==> src/rtl/mac_col_acc_if.sv <==
// Bus bundle for one attention-array MAC column: instruction/query inputs,
// systolic pass-through outputs and the FIFO result port.
interface mac_col_acc_if #(
  parameter int unsigned BW       = 8,
  parameter int unsigned PR       = 8,
  parameter int unsigned BW_PSUM  = 2*BW+6,
  parameter int unsigned COL_ID_W = 4,
  parameter int unsigned CNT_W    = 8
);
  logic [2:0]          i_inst;
  logic [PR*BW-1:0]    q_in;
  logic [COL_ID_W-1:0] col_id;
  logic [CNT_W-1:0]    cnt_q;
  logic [2:0]          o_inst;
  logic [PR*BW-1:0]    q_out;
  logic [BW_PSUM-1:0]  out;
  logic                fifo_wr;

  modport master (
    output i_inst, q_in, col_id, cnt_q,
    input  o_inst, q_out, out, fifo_wr
  );

  modport slave (
    input  i_inst, q_in, col_id, cnt_q,
    output o_inst, q_out, out, fifo_wr
  );
endinterface

==> src/rtl/mac_col_acc.sv <==
// MAC column with double-buffered key, pipelined signed dot product and
// multi-beat accumulation ahead of the output FIFO write strobe.
module mac_col_acc #(
  parameter int unsigned BW         = 8,
  parameter int unsigned PR         = 8,
  parameter int unsigned BW_PSUM    = 2*BW+6,
  parameter int unsigned MAC_LAT    = 2,
  parameter int unsigned COL_ID_W   = 4,
  parameter int unsigned CNT_W      = 8,
  parameter int unsigned KEY_STRIDE = 2,
  parameter int unsigned KEY_OFFSET = 1
) (
  input logic           clk,
  input logic           reset,
  mac_col_acc_if.slave  bus
);
  localparam int unsigned VW   = PR*BW;
  localparam int unsigned PW   = 2*BW;
  localparam int unsigned LAST = MAC_LAT-1;

  logic [2:0]          inst_q, inst_d;
  logic [VW-1:0]       q_q, q_d;
  logic [VW-1:0]       key_act_q, key_act_d;
  logic [VW-1:0]       key_shadow_q, key_shadow_d;
  logic                shadow_full_q, shadow_full_d;
  logic                armed_q, armed_d;
  logic [CNT_W-1:0]    key_tgt_c;
  logic                capture_c, promote_c;

  logic signed [PW-1:0]      prod_c;
  logic signed [BW_PSUM-1:0] dot_c;
  logic [BW_PSUM-1:0]        pdot_q [MAC_LAT];
  logic [MAC_LAT-1:0]        pvld_q, pcont_q;

  logic [BW_PSUM-1:0] acc_q, acc_d, out_q, out_d, acc_next_c;
  logic               acc_open_q, acc_open_d, fifo_wr_q, fifo_wr_d;

  // Capture target wraps at CNT_W bits
  assign key_tgt_c = CNT_W'(32'(bus.col_id) * KEY_STRIDE + KEY_OFFSET);
  assign capture_c = bus.i_inst[0] & armed_q & (bus.cnt_q == key_tgt_c);
  assign promote_c = bus.i_inst[1] & shadow_full_q;

  // Pass-through and key double-buffer next state
  always_comb begin
    inst_d        = bus.i_inst;
    q_d           = q_q;
    key_act_d     = key_act_q;
    key_shadow_d  = key_shadow_q;
    shadow_full_d = shadow_full_q;
    armed_d       = armed_q;
    if (bus.i_inst[1] | bus.i_inst[0]) q_d = bus.q_in;
    // Promotion reads the pre-edge shadow; a same-cycle capture refills it
    if (promote_c) begin
      key_act_d     = key_shadow_q;
      shadow_full_d = 1'b0;
    end
    if (capture_c) begin
      key_shadow_d  = bus.q_in;
      shadow_full_d = 1'b1;
    end
    if (!bus.i_inst[0])  armed_d = 1'b1;
    else if (capture_c)  armed_d = 1'b0;
  end

  // Signed dot product of the registered query against the active key
  always_comb begin
    prod_c = '0;
    dot_c  = '0;
    for (int k = 0; k < int'(PR); k++) begin
      prod_c = PW'($signed(q_q[k*BW +: BW])) * PW'($signed(key_act_q[k*BW +: BW]));
      dot_c  = dot_c + BW_PSUM'(prod_c);
    end
  end

  // Accumulate stage next state
  always_comb begin
    acc_next_c = (acc_open_q ? acc_q : '0) + pdot_q[LAST];
    acc_d      = acc_q;
    out_d      = out_q;
    acc_open_d = acc_open_q;
    fifo_wr_d  = 1'b0;
    if (pvld_q[LAST]) begin
      acc_d      = acc_next_c;
      out_d      = acc_next_c;
      acc_open_d = pcont_q[LAST];
      fifo_wr_d  = ~pcont_q[LAST];
    end
  end

  always_ff @(posedge clk or posedge reset) begin
    if (reset) begin
      inst_q        <= '0;
      q_q           <= '0;
      key_act_q     <= '0;
      key_shadow_q  <= '0;
      shadow_full_q <= 1'b0;
      armed_q       <= 1'b1;
      acc_q         <= '0;
      out_q         <= '0;
      acc_open_q    <= 1'b0;
      fifo_wr_q     <= 1'b0;
    end else begin
      inst_q        <= inst_d;
      q_q           <= q_d;
      key_act_q     <= key_act_d;
      key_shadow_q  <= key_shadow_d;
      shadow_full_q <= shadow_full_d;
      armed_q       <= armed_d;
      acc_q         <= acc_d;
      out_q         <= out_d;
      acc_open_q    <= acc_open_d;
      fifo_wr_q     <= fifo_wr_d;
    end
  end

  // MAC pipeline; execute-valid and continue flag travel with the data
  always_ff @(posedge clk or posedge reset) begin
    if (reset) begin
      for (int i = 0; i < int'(MAC_LAT); i++) pdot_q[i] <= '0;
      pvld_q  <= '0;
      pcont_q <= '0;
    end else begin
      pdot_q[0]  <= dot_c;
      pvld_q[0]  <= inst_q[1];
      pcont_q[0] <= inst_q[2];
      for (int i = 1; i < int'(MAC_LAT); i++) begin
        pdot_q[i]  <= pdot_q[i-1];
        pvld_q[i]  <= pvld_q[i-1];
        pcont_q[i] <= pcont_q[i-1];
      end
    end
  end

  assign bus.o_inst  = inst_q;
  assign bus.q_out   = q_q;
  assign bus.out     = out_q;
  assign bus.fifo_wr = fifo_wr_q;
endmodule

==> src/flat_wrapper.sv <==
// flat-port wrapper written by rule: the top's interface ports become plain ports
module mac_col_acc_flat 
#(
  parameter int unsigned BW         = 8,
  parameter int unsigned PR         = 8,
  parameter int unsigned BW_PSUM    = 2*BW+6,
  parameter int unsigned MAC_LAT    = 2,
  parameter int unsigned COL_ID_W   = 4,
  parameter int unsigned CNT_W      = 8,
  parameter int unsigned KEY_STRIDE = 2,
  parameter int unsigned KEY_OFFSET = 1
)
  (clk, reset, bus_i_inst, bus_q_in, bus_col_id, bus_cnt_q, bus_o_inst, bus_q_out, bus_out, bus_fifo_wr);
  mac_col_acc_if #(.BW(BW), .PR(PR), .BW_PSUM(BW_PSUM), .COL_ID_W(COL_ID_W), .CNT_W(CNT_W)) bus_i ();
  input logic clk;
  input logic reset;
  input wire logic [$bits(bus_i.i_inst)-1:0] bus_i_inst;
  input wire logic [$bits(bus_i.q_in)-1:0] bus_q_in;
  input wire logic [$bits(bus_i.col_id)-1:0] bus_col_id;
  input wire logic [$bits(bus_i.cnt_q)-1:0] bus_cnt_q;
  output wire logic [$bits(bus_i.o_inst)-1:0] bus_o_inst;
  output wire logic [$bits(bus_i.q_out)-1:0] bus_q_out;
  output wire logic [$bits(bus_i.out)-1:0] bus_out;
  output wire logic [$bits(bus_i.fifo_wr)-1:0] bus_fifo_wr;
  assign bus_i.i_inst = bus_i_inst;
  assign bus_i.q_in = bus_q_in;
  assign bus_i.col_id = bus_col_id;
  assign bus_i.cnt_q = bus_cnt_q;
  assign bus_o_inst = bus_i.o_inst;
  assign bus_q_out = bus_i.q_out;
  assign bus_out = bus_i.out;
  assign bus_fifo_wr = bus_i.fifo_wr;
  mac_col_acc #(.BW(BW), .PR(PR), .BW_PSUM(BW_PSUM), .MAC_LAT(MAC_LAT), .COL_ID_W(COL_ID_W), .CNT_W(CNT_W), .KEY_STRIDE(KEY_STRIDE), .KEY_OFFSET(KEY_OFFSET)) u_core (.clk(clk), .reset(reset), .bus(bus_i));
endmodule
==> config.mk <==
export PLATFORM = sky130hd
export DESIGN_NAME = mac_col_acc_flat
export DESIGN_NICKNAME = d
export VERILOG_FILES = /design/src/rtl/mac_col_acc_if.sv /design/src/rtl/mac_col_acc.sv /design/src/flat_wrapper.sv
export SDC_FILE = /design/constraint.sdc
export NUM_CORES = 2
export LEC_CHECK = 0
export ABC_AREA = 1
export BUFFER_PORTS_ARGS = -buffer_cell sky130_fd_sc_hd__buf_2
export CELL_PAD_IN_SITES_DETAIL_PLACEMENT = 0
export CELL_PAD_IN_SITES_GLOBAL_PLACEMENT = 1
export CORE_MARGIN = 2
export CORE_UTILIZATION = 45
export CTS_CLUSTER_DIAMETER = 100
export DETAILED_ROUTE_END_ITERATION = 8
export PLACE_DENSITY_LB_ADDON = 0.1
export SYNTH_ARGS = -nofsm -noshare
export SYNTH_HDL_FRONTEND = slang
export SYNTH_SLANG_ARGS = --single-unit
==> constraint.sdc <==
create_clock -name clk -period 12.22 [get_ports clk]
set_clock_uncertainty 0.15 [all_clocks]
set_input_delay 2.444 -clock clk [delete_from_list [all_inputs] [get_ports clk]]
set_output_delay 2.444 -clock clk [all_outputs]
set_load 0.02 [all_outputs]
==> results.yml <==
place:
  gp_congestion: 0.8812
  dp_slack_ns: 0.2217
  dpl.cell_count: 5000
  port_buffers: 170
  dp_hpwl_microns: 75720
synth:
  synth_xor_area_frac: 0.01171
  ys_seq_area_frac: 0.1915
  synthCells: 3935
  synth_compound_area_frac: 0.03267
  ys_ff_latch: 269
  synth.distinct_cells: 36
  avgSynthCellArea_sq_um: 8.934
  synthSimpleGateAreaFrac: 0.1259
  synthMuxAreaShare: 0.01794
  synth_fp_nets: 4942
  yosys_warnings: 0
  syn_area_sq_um: 35150
  synthAdderAreaFrac: 0.4778
  synth_top_family_by_area: "adder cells"
setup_path:
  cp.required_ns: 12.53
  cpMostUsedCell: "fa_1"
  crit_family: "adder cells"
  worstPathMaxFanout: 8
  cp-end-kind: "flip-flop"
  reg2reg_depth: 38
  cp_num_cells: 38
  critPathSlowestCell: "fa_2"
  arrival_ns: 11.97
  crit_path_start_kind: "flip-flop"
  crit_buf_inv: 9
  crit_type: "reg -> reg"
  max_stage_delay_ns: 0.55
final_layout:
  area_delta_synth_final_pct: 8.802
  layout.cells.most_common: "inv_1"
  fin_cells: 5073
  final_cell_mix: "inv_1 (1,138), nand2_1 (884), fa_1 (688), dfrtp_1 (246), ha_1 (229)"
  nNetsFinal: 5015
  drive_above_1_share: 0.1007
  antenna_cells: 0
floorplan:
  ioPinCount: 171
  fp-row-count: 102
  dieArea_sq_um: 80370
  core_sq_um: 77340
  die_h_microns: 283.5
  die_x_microns: 283.5
  start_util: 0.4545
grt:
  first_global_vias: 25259
  grt_max_degree: 107
  grt_first_pass_wirelength_microns: 144600
  gr-total-overflow: 0
  antenna_found_initial: 0
  grtUsageTotal: 0.2316
hold_path:
  holdCritPathClass: "reg -> reg"
  hold_depth: 0
outcome:
  status: "completed"
timing:
  max_freq_mhz: 85.70
  min_period_ns: 11.67
  slew_headroom: 0.2343
  rsz0062_at_grt: "yes"
  final-hold-violation-count: 0
  finalCritPeriodShare: 0.9548
  finalMaxSlewViolations: 0
  worst_slack_ns: 0.5517
  finalSetupViolCount: 0
  tightest_slew_ns: 1.149
power_and_ir_drop:
  p_leak_nw: 21.71
  p_sw_frac: 0.5198
  ir_drop_mv: 0.5207
  power.internal_mw: 4.020
  p_per_area_nw_per_um2: 218.9
  pwr-share-clk: 0.137
  pwr-share-comb: 0.716
  p_sw_mw: 4.351
  power_frac_seq: 0.147
  design_power_total_mw: 8.371
clock_network:
  root_buffer: "clkbuf_16"
  cts_made_buffers: 34
  cts_max_path_buffers: 3
  clkTransAtPathRegs_ns: 0.06
  clkLatencyLatePin_ns: 0.58
  h-tree-depth: 2
  clock_sinks: 269
  cts_tree: "built"
  cts_hold_buf: 0
detailed_routing:
  drtAntennaViolNets: 0
  wire_per_inst_microns: 17.53
  vias: 23705
  drc: 0
  first_iter_violations: 1278
  wl_microns: 88940
  avgViaCountPerCell: 4.673
  dr.pass1.iters: 5
run:
  maxCapViolCount: 0
registers in the layout, indices dropped and copies added (netlist names):
register and count:
u_core.pdot_q 44, u_core.bus.o_inst 3, u_core.key_shadow_q 64, u_core.key_act_q 64, u_core.shadow_full_q 1, u_core.armed_q 1, u_core.pcont_q 2, u_core.acc_open_q 1
u_core.pvld_q 2, u_core.bus.fifo_wr 1, u_core.bus.q_out 64, u_core.acc_q 22
area by class of cell:
cell class | instances | area (sq um)
clock inverter | 20 | 370.4
tap | 1040 | 1301
timing repair buffer | 201 | 1084
clock buffer | 41 | 917.1
multi-input combinational | 2357 | 23510
sequential | 269 | 6760
fill | 7639 | 39090
inverter | 1145 | 4309
power by group through the flow:
stage	logic (mW)	registers [mW]	clock network (mW)
finish	5.99	1.23	1.15
global route	6.90	1.25	1.22
CTS	5.88	1.23	1.19
detailed placement	5.83	1.25	0
global placement	5.82	1.25	0
floorplan	4.17	1.21	0
through the flow:
step / util / area (sq um) / hold WS (ns) / TNS, ns
floorplan: - / 35150 / 0.1812 / 0
global placement: 0.4754 / 36770 / 0.1819 / 0
detailed placement: 0.4754 / 36770 / 0.1847 / 0
CTS: 0.4920 / 38050 / 0.1921 / 0
global route: 0.4945 / 38250 / 0.2032 / -0.008958
finish: 0.4945 / 38250 / 0.1905 / 0
final timing paths:
path                                                       from                                  end  slack (ns)
min in group asynchronous                                 reset         u_core.acc_q[10]$_DFFE_PP0P_        1.81
worst min-delay path                u_core.pdot_q[43]$_DFF_PP0_          u_core.pdot_q[21]$_DFF_PP0_        0.19
worst max-delay path            u_core.key_act_q[0]$_DFFE_PP0P_          u_core.pdot_q[42]$_DFF_PP0_        0.55
max in group asynchronous                                 reset  u_core.key_shadow_q[51]$_DFFE_PP0P_        8.09
worst max register to register  u_core.key_act_q[0]$_DFFE_PP0P_          u_core.pdot_q[42]$_DFF_PP0_        0.55
worst min register to register      u_core.pdot_q[43]$_DFF_PP0_          u_core.pdot_q[21]$_DFF_PP0_        0.19
routing by layer:
layer  global-route usage  routed length, microns
met5                    0                       0
met4              0.03519                    1178
met3              0.03432                    3906
met2               0.3624                   40350
met1               0.3489                   43510
what timing repair did:
item,CTS,global route
endpoints found under the hold margin,0,0
gates resized for setup,0,45
setup buffers,0,12
endpoints found under the setup margin,0,11
cell families after synthesis:
kind of cell	Yosys count
muxes	56
buffers and inverters	1309
xor gates and xnor gates	47
DFF	269
AOI/OAI and AO/OA	217
adders and majority gates	926
and+or+nand+nor	1111
Yosys cell counts (all sizes together):
| cell type | count | area share |
|---|---|---|
| a21boi | 2 | 0.00053 |
| a21o | 2 | 0.00043 |
| a21oi | 50 | 0.0071 |
| a31oi | 3 | 0.00053 |
| and2 | 1 | 0.00018 |
| buf | 21 | 0.0050 |
| clkbuf | 143 | 0.015 |
| clkinv | 1 | 0.00011 |
| dfrtp | 268 | 0.19 |
| dfstp | 1 | 0.00075 |
| fa | 694 | 0.40 |
| ha | 232 | 0.083 |
| inv | 1144 | 0.12 |
| mux2 | 56 | 0.018 |
| nand2 | 887 | 0.095 |
| nand3 | 60 | 0.0087 |
| nand3b | 12 | 0.0026 |
| nand4 | 11 | 0.0020 |
| nor2 | 101 | 0.011 |
| nor3 | 4 | 0.00057 |
| nor4 | 1 | 0.00036 |
| o211ai | 1 | 0.00021 |
| o21ai | 154 | 0.023 |
| o21bai | 5 | 0.0011 |
| or2 | 34 | 0.0061 |
| xnor2 | 15 | 0.0037 |
| xor2 | 32 | 0.0080 |
worst reg2reg max path, delay by kind of cell, from the launching register on:
| family | cells | cell delay [ns] |
|---|---|---|
| flops | 1 | 0.46 |
| simple gates | 5 | 0.49 |
| xor+xnor | 1 | 0.16 |
| compound gates | 5 | 1.10 |
| buf+inv | 9 | 0.54 |
| fa+ha+maj | 18 | 8.62 |
Power figures use the tool's default switching activity.
